`config.mk`:
```
export PLATFORM = sky130hd
export DESIGN_NAME = latch_vec_event_capture
export DESIGN_NICKNAME = d
export VERILOG_FILES = /design/src/rtl/latch_vec_event_capture.sv
export SDC_FILE = /design/constraint.sdc
export NUM_CORES = 1
export LEC_CHECK = 0
export BUFFER_PORTS_ARGS = -buffer_cell sky130_fd_sc_hd__buf_2
export CAP_MARGIN = 20
export CORE_ASPECT_RATIO = 1.25
export CORE_MARGIN = 2
export CORE_UTILIZATION = 59
export DETAILED_ROUTE_END_ITERATION = 7
export GPL_TIMING_DRIVEN = 0
export HOLD_SLACK_MARGIN = 0.02
export PLACE_DENSITY = 0.89
export SYNTH_ARGS = -nofsm -noshare
export SYNTH_HDL_FRONTEND = slang
export SYNTH_SLANG_ARGS = --single-unit
```
`constraint.sdc`:
```
create_clock -name i_clk -period 3.5 [get_ports i_clk]
set_input_delay 0.7 -clock i_clk [delete_from_list [all_inputs] [get_ports i_clk]]
set_output_delay 0.7 -clock i_clk [all_outputs]
set_load 0.02 [all_outputs]
```
`src/rtl/latch_vec_event_capture.sv`:
```
// rtl/latch_vec_event_capture.sv - synchronise an async latch vector, filter for stability, queue change events
module latch_vec_event_capture #(
  parameter int WIDTH         = 4,
  parameter int STABLE_CYCLES = 3,
  parameter int FIFO_DEPTH    = 4
) (
  input  logic                          i_clk,
  input  logic                          i_rst,
  input  logic [WIDTH-1:0]              i_a,
  output logic                          o_valid,
  input  logic                          i_ready,
  output logic [WIDTH-1:0]              o_data,
  output logic [WIDTH-1:0]              o_mask,
  output logic [$clog2(FIFO_DEPTH):0]   o_level,
  output logic                          o_overflow
);

  localparam int AW = $clog2(FIFO_DEPTH);
  localparam int LW = AW + 1;
  // A single-sample window still needs a one-bit counter to keep the types legal.
  localparam int CW = (STABLE_CYCLES > 1) ? $clog2(STABLE_CYCLES) : 1;
  localparam logic [CW-1:0] CNT_MAX = CW'(STABLE_CYCLES - 1);
  localparam logic [LW-1:0] LVL_FULL = LW'(FIFO_DEPTH);

  logic [WIDTH-1:0]   sync1_q, sync1_d;
  logic [WIDTH-1:0]   sync2_q, sync2_d;
  logic [WIDTH-1:0]   cand_q, cand_d;
  logic [CW-1:0]      cnt_q, cnt_d;
  logic [WIDTH-1:0]   committed_q, committed_d;
  logic [2*WIDTH-1:0] mem_q [FIFO_DEPTH];
  logic [2*WIDTH-1:0] mem_d [FIFO_DEPTH];
  logic [AW-1:0]      wr_ptr_q, wr_ptr_d;
  logic [AW-1:0]      rd_ptr_q, rd_ptr_d;
  logic [LW-1:0]      level_q, level_d;
  logic               overflow_q, overflow_d;

  logic commit;
  logic pop;
  logic full;
  logic wr_en;

  // Synchroniser and stability filter: commit once cand has been seen STABLE_CYCLES times in a row.
  always_comb begin
    sync1_d     = i_a;
    sync2_d     = sync1_q;
    cand_d      = cand_q;
    cnt_d       = cnt_q;
    committed_d = committed_q;
    commit      = 1'b0;
    if (sync2_q != cand_q) begin
      cand_d = sync2_q;
      cnt_d  = '0;
    end else begin
      if (cnt_q != CNT_MAX) begin
        cnt_d = cnt_q + CW'(1);
      end
      // Committed value moves even if the event is dropped, so later masks stay relative to it.
      if ((cnt_q == CNT_MAX) && (cand_q != committed_q)) begin
        commit      = 1'b1;
        committed_d = cand_q;
      end
    end
  end

  // Event FIFO: a push into a full queue is only accepted when the head leaves on the same edge.
  always_comb begin
    pop        = o_valid && i_ready;
    full       = (level_q == LVL_FULL);
    wr_en      = commit && (!full || pop);
    mem_d      = mem_q;
    wr_ptr_d   = wr_ptr_q;
    rd_ptr_d   = rd_ptr_q;
    overflow_d = overflow_q;
    if (wr_en) begin
      mem_d[wr_ptr_q] = {cand_q, cand_q ^ committed_q};
      wr_ptr_d        = wr_ptr_q + AW'(1);
    end
    if (pop) begin
      rd_ptr_d = rd_ptr_q + AW'(1);
    end
    level_d = level_q + LW'(wr_en) - LW'(pop);
    if (commit && full && !pop) begin
      overflow_d = 1'b1;
    end
  end

  // State registers with synchronous active-high reset.
  always_ff @(posedge i_clk) begin
    if (i_rst) begin
      sync1_q     <= '0;
      sync2_q     <= '0;
      cand_q      <= '0;
      cnt_q       <= '0;
      committed_q <= '0;
      for (int i = 0; i < FIFO_DEPTH; i++) begin
        mem_q[i] <= '0;
      end
      wr_ptr_q    <= '0;
      rd_ptr_q    <= '0;
      level_q     <= '0;
      overflow_q  <= 1'b0;
    end else begin
      sync1_q     <= sync1_d;
      sync2_q     <= sync2_d;
      cand_q      <= cand_d;
      cnt_q       <= cnt_d;
      committed_q <= committed_d;
      mem_q       <= mem_d;
      wr_ptr_q    <= wr_ptr_d;
      rd_ptr_q    <= rd_ptr_d;
      level_q     <= level_d;
      overflow_q  <= overflow_d;
    end
  end

  // Head entry is presented only while the queue is non-empty; outputs read zero otherwise.
  always_comb begin
    o_valid    = (level_q != '0);
    o_data     = o_valid ? mem_q[rd_ptr_q][2*WIDTH-1:WIDTH] : '0;
    o_mask     = o_valid ? mem_q[rd_ptr_q][WIDTH-1:0] : '0;
    o_level    = level_q;
    o_overflow = overflow_q;
  end

endmodule
```
# After elaboration in Yosys (flattened, before gate mapping)
# Cells that the tools add are included.
totals:
  in_bits: 7
  out_inout_bits: 13
  ff_bits: 58
  word_cells: 52
classes:
  reduce_logical: 12
  order_cmp: 3
  n_eq_ne: 5
  muxes: 10
  n_bitwise: 4
  add_sub_neg: 5
op_table:
  columns: ["cell", "count"]
  rows:
  - ["$bwmux 32", 1]
  - ["$mux 8", 3]
  - ["$bmux 8 s2", 1]
  - ["$demux 8 s2", 1]
  - ["$mux 4", 2]
  - ["$ne 4x4->1", 2]
  - ["$add 2x1->2 const B", 3]
  - ["$ge 3x3->1 const B", 2]
  - ["$logic_and 1x1->1", 6]
  - ["$not 2->3", 2]
  - ["$xor 4x4->4", 1]
  - ["$add 3x1->3", 1]
  - ["$eq 3x3->1 const B", 1]
  - ["$lt 3x1->1 const B", 1]
  - ["$reduce_bool 3->1", 1]
  - ["$sub 3x1->3", 1]
  - ["$eq 2x2->1 const B", 1]
  - ["$logic_not 1->1", 2]
  - ["$mux 1", 2]
  - ["$ne 2x2->1 const B", 1]
  - ["$reduce_and 2->1", 1]
  - ["$reduce_or 2->1", 1]
  - ["$logic_or 1x1->1", 1]
  - ["$not 1->1", 1]

# Depth between registers and ports, before layout
logic_depth:
  word_depth: 7
  depth_mapped: 13

# Worst setup path before layout
# No wires, ideal clock.
synth_path:
  path_kind: "input to register"
  from: "input i_ready"
  to: "register level_q[2], in the netlist o_level[2]"
  n_path_buf: 1
  setup_slack_ns: 0.841
  t_required_ns: 3.372
  t_arrival_ns: 2.531
  stages: 11
  path_cell_list: "or4b_1 buf_6 nand3_1 ha_1 inv_1 ha_1 inv_1 fa_1 xor2_1 xnor2_1 nor2_1"
synth_between:
  elab_chain_len: 5
synth_rtl:
  columns: ["item", "line", "text"]
  rows:
  - ["start: declaration", "11", "input logic i_ready,"]
  - ["$logic_and 1x1->1 *", "67", "pop = o_valid && i_ready;"]
  - ["$logic_or 1x1->1", "69", "wr_en = commit && (!full || pop);"]
  - ["$logic_and 1x1->1", "69", null]
  - ["$add 3x1->3", "81", "level_d = level_q + LW'(wr_en) - LW'(pop);"]
  - ["$sub 3x1->3 *", "81", null]
  - ["end signal: assignment", "111", "level_q <= level_d;"]
  - ["end: declaration", "34", "logic [LW-1:0] level_q, level_d;"]
# Every way passes the cells marked *; elsewhere a longest branch is shown, timed or not.
# A chain may end at the register's enable or synchronous reset.

# Worst setup path in the final report
layout_path:
  from: "register cand_q[3]"
  to: "register level_q[2], in the netlist o_level[2]"
layout_between:
  elab_chain_len: 7
  elab_cells_between_ends: 8
layout_rtl:
  columns: ["item", "line", "text"]
  rows:
  - ["start: declaration", "27", "logic [WIDTH-1:0] cand_q, cand_d;"]
  - ["start signal: assignment", "105", "cand_q <= cand_d;"]
  - ["$ne 4x4->1", "58", "if ((cnt_q == CNT_MAX) && (cand_q != committed_q)) begin"]
  - ["$logic_and 1x1->1", "58", null]
  - ["$mux 1", "58", null]
  - ["$mux 1 *", "50", "if (sync2_q != cand_q) begin"]
  - ["$logic_and 1x1->1 *", "69", null]
  - ["$add 3x1->3 *", "81", null]
  - ["$sub 3x1->3 *", "81", null]
# Marked as above.

==> out/metrics.cfg <==
[layout]
area_delta_synth_final_pct = 13.05
finish.net_count = 289
antenna_cells = 0
drive_above_1_share_pct = 18.28
n_fill_cell = 328

[route]
vias = 1789
via_per_inst = 5.309
antenna_left = 0
drt-initial-drc-count = 87
post-route-drc-count = 0
wirelength_um = 4998
detail_route.wl_per_cell_um = 14.83
firstDrtPassIters = 4

[global_routing]
grtUsageTotal_pct = 22.94
grt_overflow = 0
antenna_found_initial = 0
grt_pass1_vias = 1819
grt_pass1_wl_um = 8535
grt_start_max_net_pins = 11

[yosys]
synth_edf_count = 0
ys.flop_type = dfxtp_1
ys_warn_count = 0
postSynthCellCount = 245
ys_seq_area_share_pct = 43.71
synthArstFlopShare_pct = 0
synth_nets = 260
netlist_area_um2 = 2656
ys_ff_latch = 58
ys_types = 33
synth_area_per_cell_um2 = 10.84

[critical_path]
cp-end-kind = flop
required_ns = 3.71
cp.arrival_ns = 2.96
cp_max_fo = 10
criticalPathCategory = flop to flop
worstPathCellList = xor2_1 -> o41a_1 -> buf_4 -> nand3_1 -> ha_1 -> inv_1 -> ha_1 -> inv_1 -> fa_1 -> xor2_1 -> xnor2_1 -> nor2_1
startpoint_type = flop
crit_slowest_cell = dfxtp_1
cpPeakStageDelay_ns = 0.41

[floorplan]
die_x_um = 64.02
start_util_pct = 60.95
ios = 20
fp.dieArea_um2 = 5058
core_area_um2 = 4358
die_h_um = 79.02
row_count = 27

[timing]
maxSlewHeadroom_pct = 34.96
hold_viol_final = 0
rsz0062_at_grt = false
finalSetupViolations = 0
tightest_slew_ns = 0.9630
report.final.slew_viol_count = 0
skew_ns = 0.005239
max_freq_ghz = 0.3640
timing.final.crit_share_pct = 78.50
final.setup.tns_ns = 0
layout_min_cycle_time_ns = 2.747

[clock_network]
cts_setup_buffers = 0
holdBufCountCts = 0
cts_buffers = 9
clk_latency_ns = 0.33
clockBufferDepth = 2
root_buffer = clkbuf_8
htree_levels = 3
cts_num_sinks = 58
clk_pin_slew_ns = 0.06
cts_resized = 0
cts_tree = yes

[place]
gp_congestion = 0.7339
port_buffers = 18
post-dp-hpwl_um = 3658

[pwr]
power_density_nw_per_um2 = 528.0
leakagePower_nw = 1.312
power_w = 0.001586
vdd_drop_max_v = 0.0005100

[outcome]
outcome = completed

[hold_path]
hp-class = flop to flop

[job]
drv_cap = 0

registers in the layout, summed over array words and instances (netlist names):
| name | flops |
|---|---|
| sync1_q | 4 |
| rd_ptr_q | 2 |
| sync2_q | 4 |
| o_level | 3 |
| wr_ptr_q | 2 |
| mem_q | 32 |
| cnt_q | 2 |
| committed_q | 4 |
| o_overflow | 1 |
| cand_q | 4 |
critical path, delay by kind of cell (launching register included):
kind	cells	cell delay, ns
adder cells (fa/ha/maj)	3	0.79
buffers and inverters	3	0.33
flip-flops	1	0.41
XOR/XNOR	3	0.63
AO/OA/AOI/OAI	1	0.31
AND/OR/NAND/NOR	2	0.14
metal layers:
layer | routed length, um | vias up | global-route usage (%)
li1 | - | 893 | -
met1 | 2160 | 849 | 26.34
met2 | 2552 | 33 | 38.44
met3 | 135 | 14 | 4.249
met4 | 150 | 0 | 15.65
met5 | 0 | - | 0
cell usage in the layout (no fill, tap or decap), types with 2 or more instances in the layout:
cell type and instances:
buf_2 21, clkbuf_8 12, nand3_1 7, nand4_2 2
a21oi_1 7, and2_1 9, xor2_1 7, xnor2_1 6
buf_6 2, mux2i_1 32, nor2_1 8, mux4_2 8
clkbuf_1 11, ha_1 7, dfxtp_1 58, nand2b_1 41
o21ai_0 4, inv_1 5, nor2b_1 13, o31ai_1 2
nand4_1 3
power by group:
part	total, W	switching [W]	leakage [nW]	internal [W]
registers	0.000713	0.0000229	0.470	0.000690
logic	0.000313	0.000181	0.752	0.000131
clock network	0.000560	0.000245	0.0900	0.000316
Yosys cell counts, types with 2 or more instances:
master,number,share of area [%]
buf_6,2,0.85
nand2b_1,41,9.7
and2_1,9,2.1
xnor2_1,6,2.0
nand4_2,2,0.94
dfxtp_1,58,44
clkbuf_1,8,1.1
a21oi_1,7,1.3
o21ai_0,4,0.75
nor2_1,8,1.1
nor2b_1,13,3.1
o31ai_1,2,0.57
buf_2,3,0.57
nand4_1,3,0.71
mux2i_1,32,12
inv_1,5,0.71
xor2_1,7,2.3
mux4_2,8,6.8
ha_1,7,3.3
nand3_1,7,1.3
cell families after synthesis:
| logic type | share of synthesized area (%) |
|---|---|
| multiplexers | 18.84 |
| AND/OR/NAND/NOR | 21.81 |
| XOR/XNOR | 4.286 |
| flip-flops | 43.71 |
| AO/OA/AOI/OAI | 3.627 |
| adder cells (fa/ha/maj) | 4.051 |
| buffers and inverters | 3.674 |
final cells by class:
cell class	count	area [um2]	share of cell area, %
Multi-Input combinational cell	167	1398	46.54
Inverter	5	18.77	0.6250
Buffer	15	78.83	2.625
Clock buffer	15	176.4	5.875
Timing Repair Buffer	18	90.09	3.000
Clock inverter	1	7.507	0.2500
Sequential cell	58	1161	38.67
Tap cell	58	72.57	2.417
worst paths after layout:
check | from | slack [ns] | to | cells after the start
hold reg to reg | sync1_q[1] | 0.44 | sync2_q[1] | 1
hold / removal | sync1_q[1] | 0.44 | sync2_q[1] | 1
setup reg to reg | cand_q[3] | 0.75 | o_level[2] | 12
setup / recovery | cand_q[3] | 0.75 | o_level[2] | 12
stage by stage:
stage / hold slack [ns] / setup WS (ns) / instance area, um2 / cells / utilization [%]
global placement: 0.4183 / 0.6703 / 2819 / 321 / 64.69
finish: 0.4442 / 0.7527 / 3003 / 337 / 68.91
CTS: 0.4532 / 0.7558 / 3003 / 337 / 68.91
detailed placement: 0.4355 / 0.6047 / 2819 / 321 / 64.69
floorplan: 0.4138 / 0.8411 / 2656 / 245 / -
global route: 0.4566 / 0.5474 / 3003 / 337 / 68.91
Power figures use the tool's default switching activity.
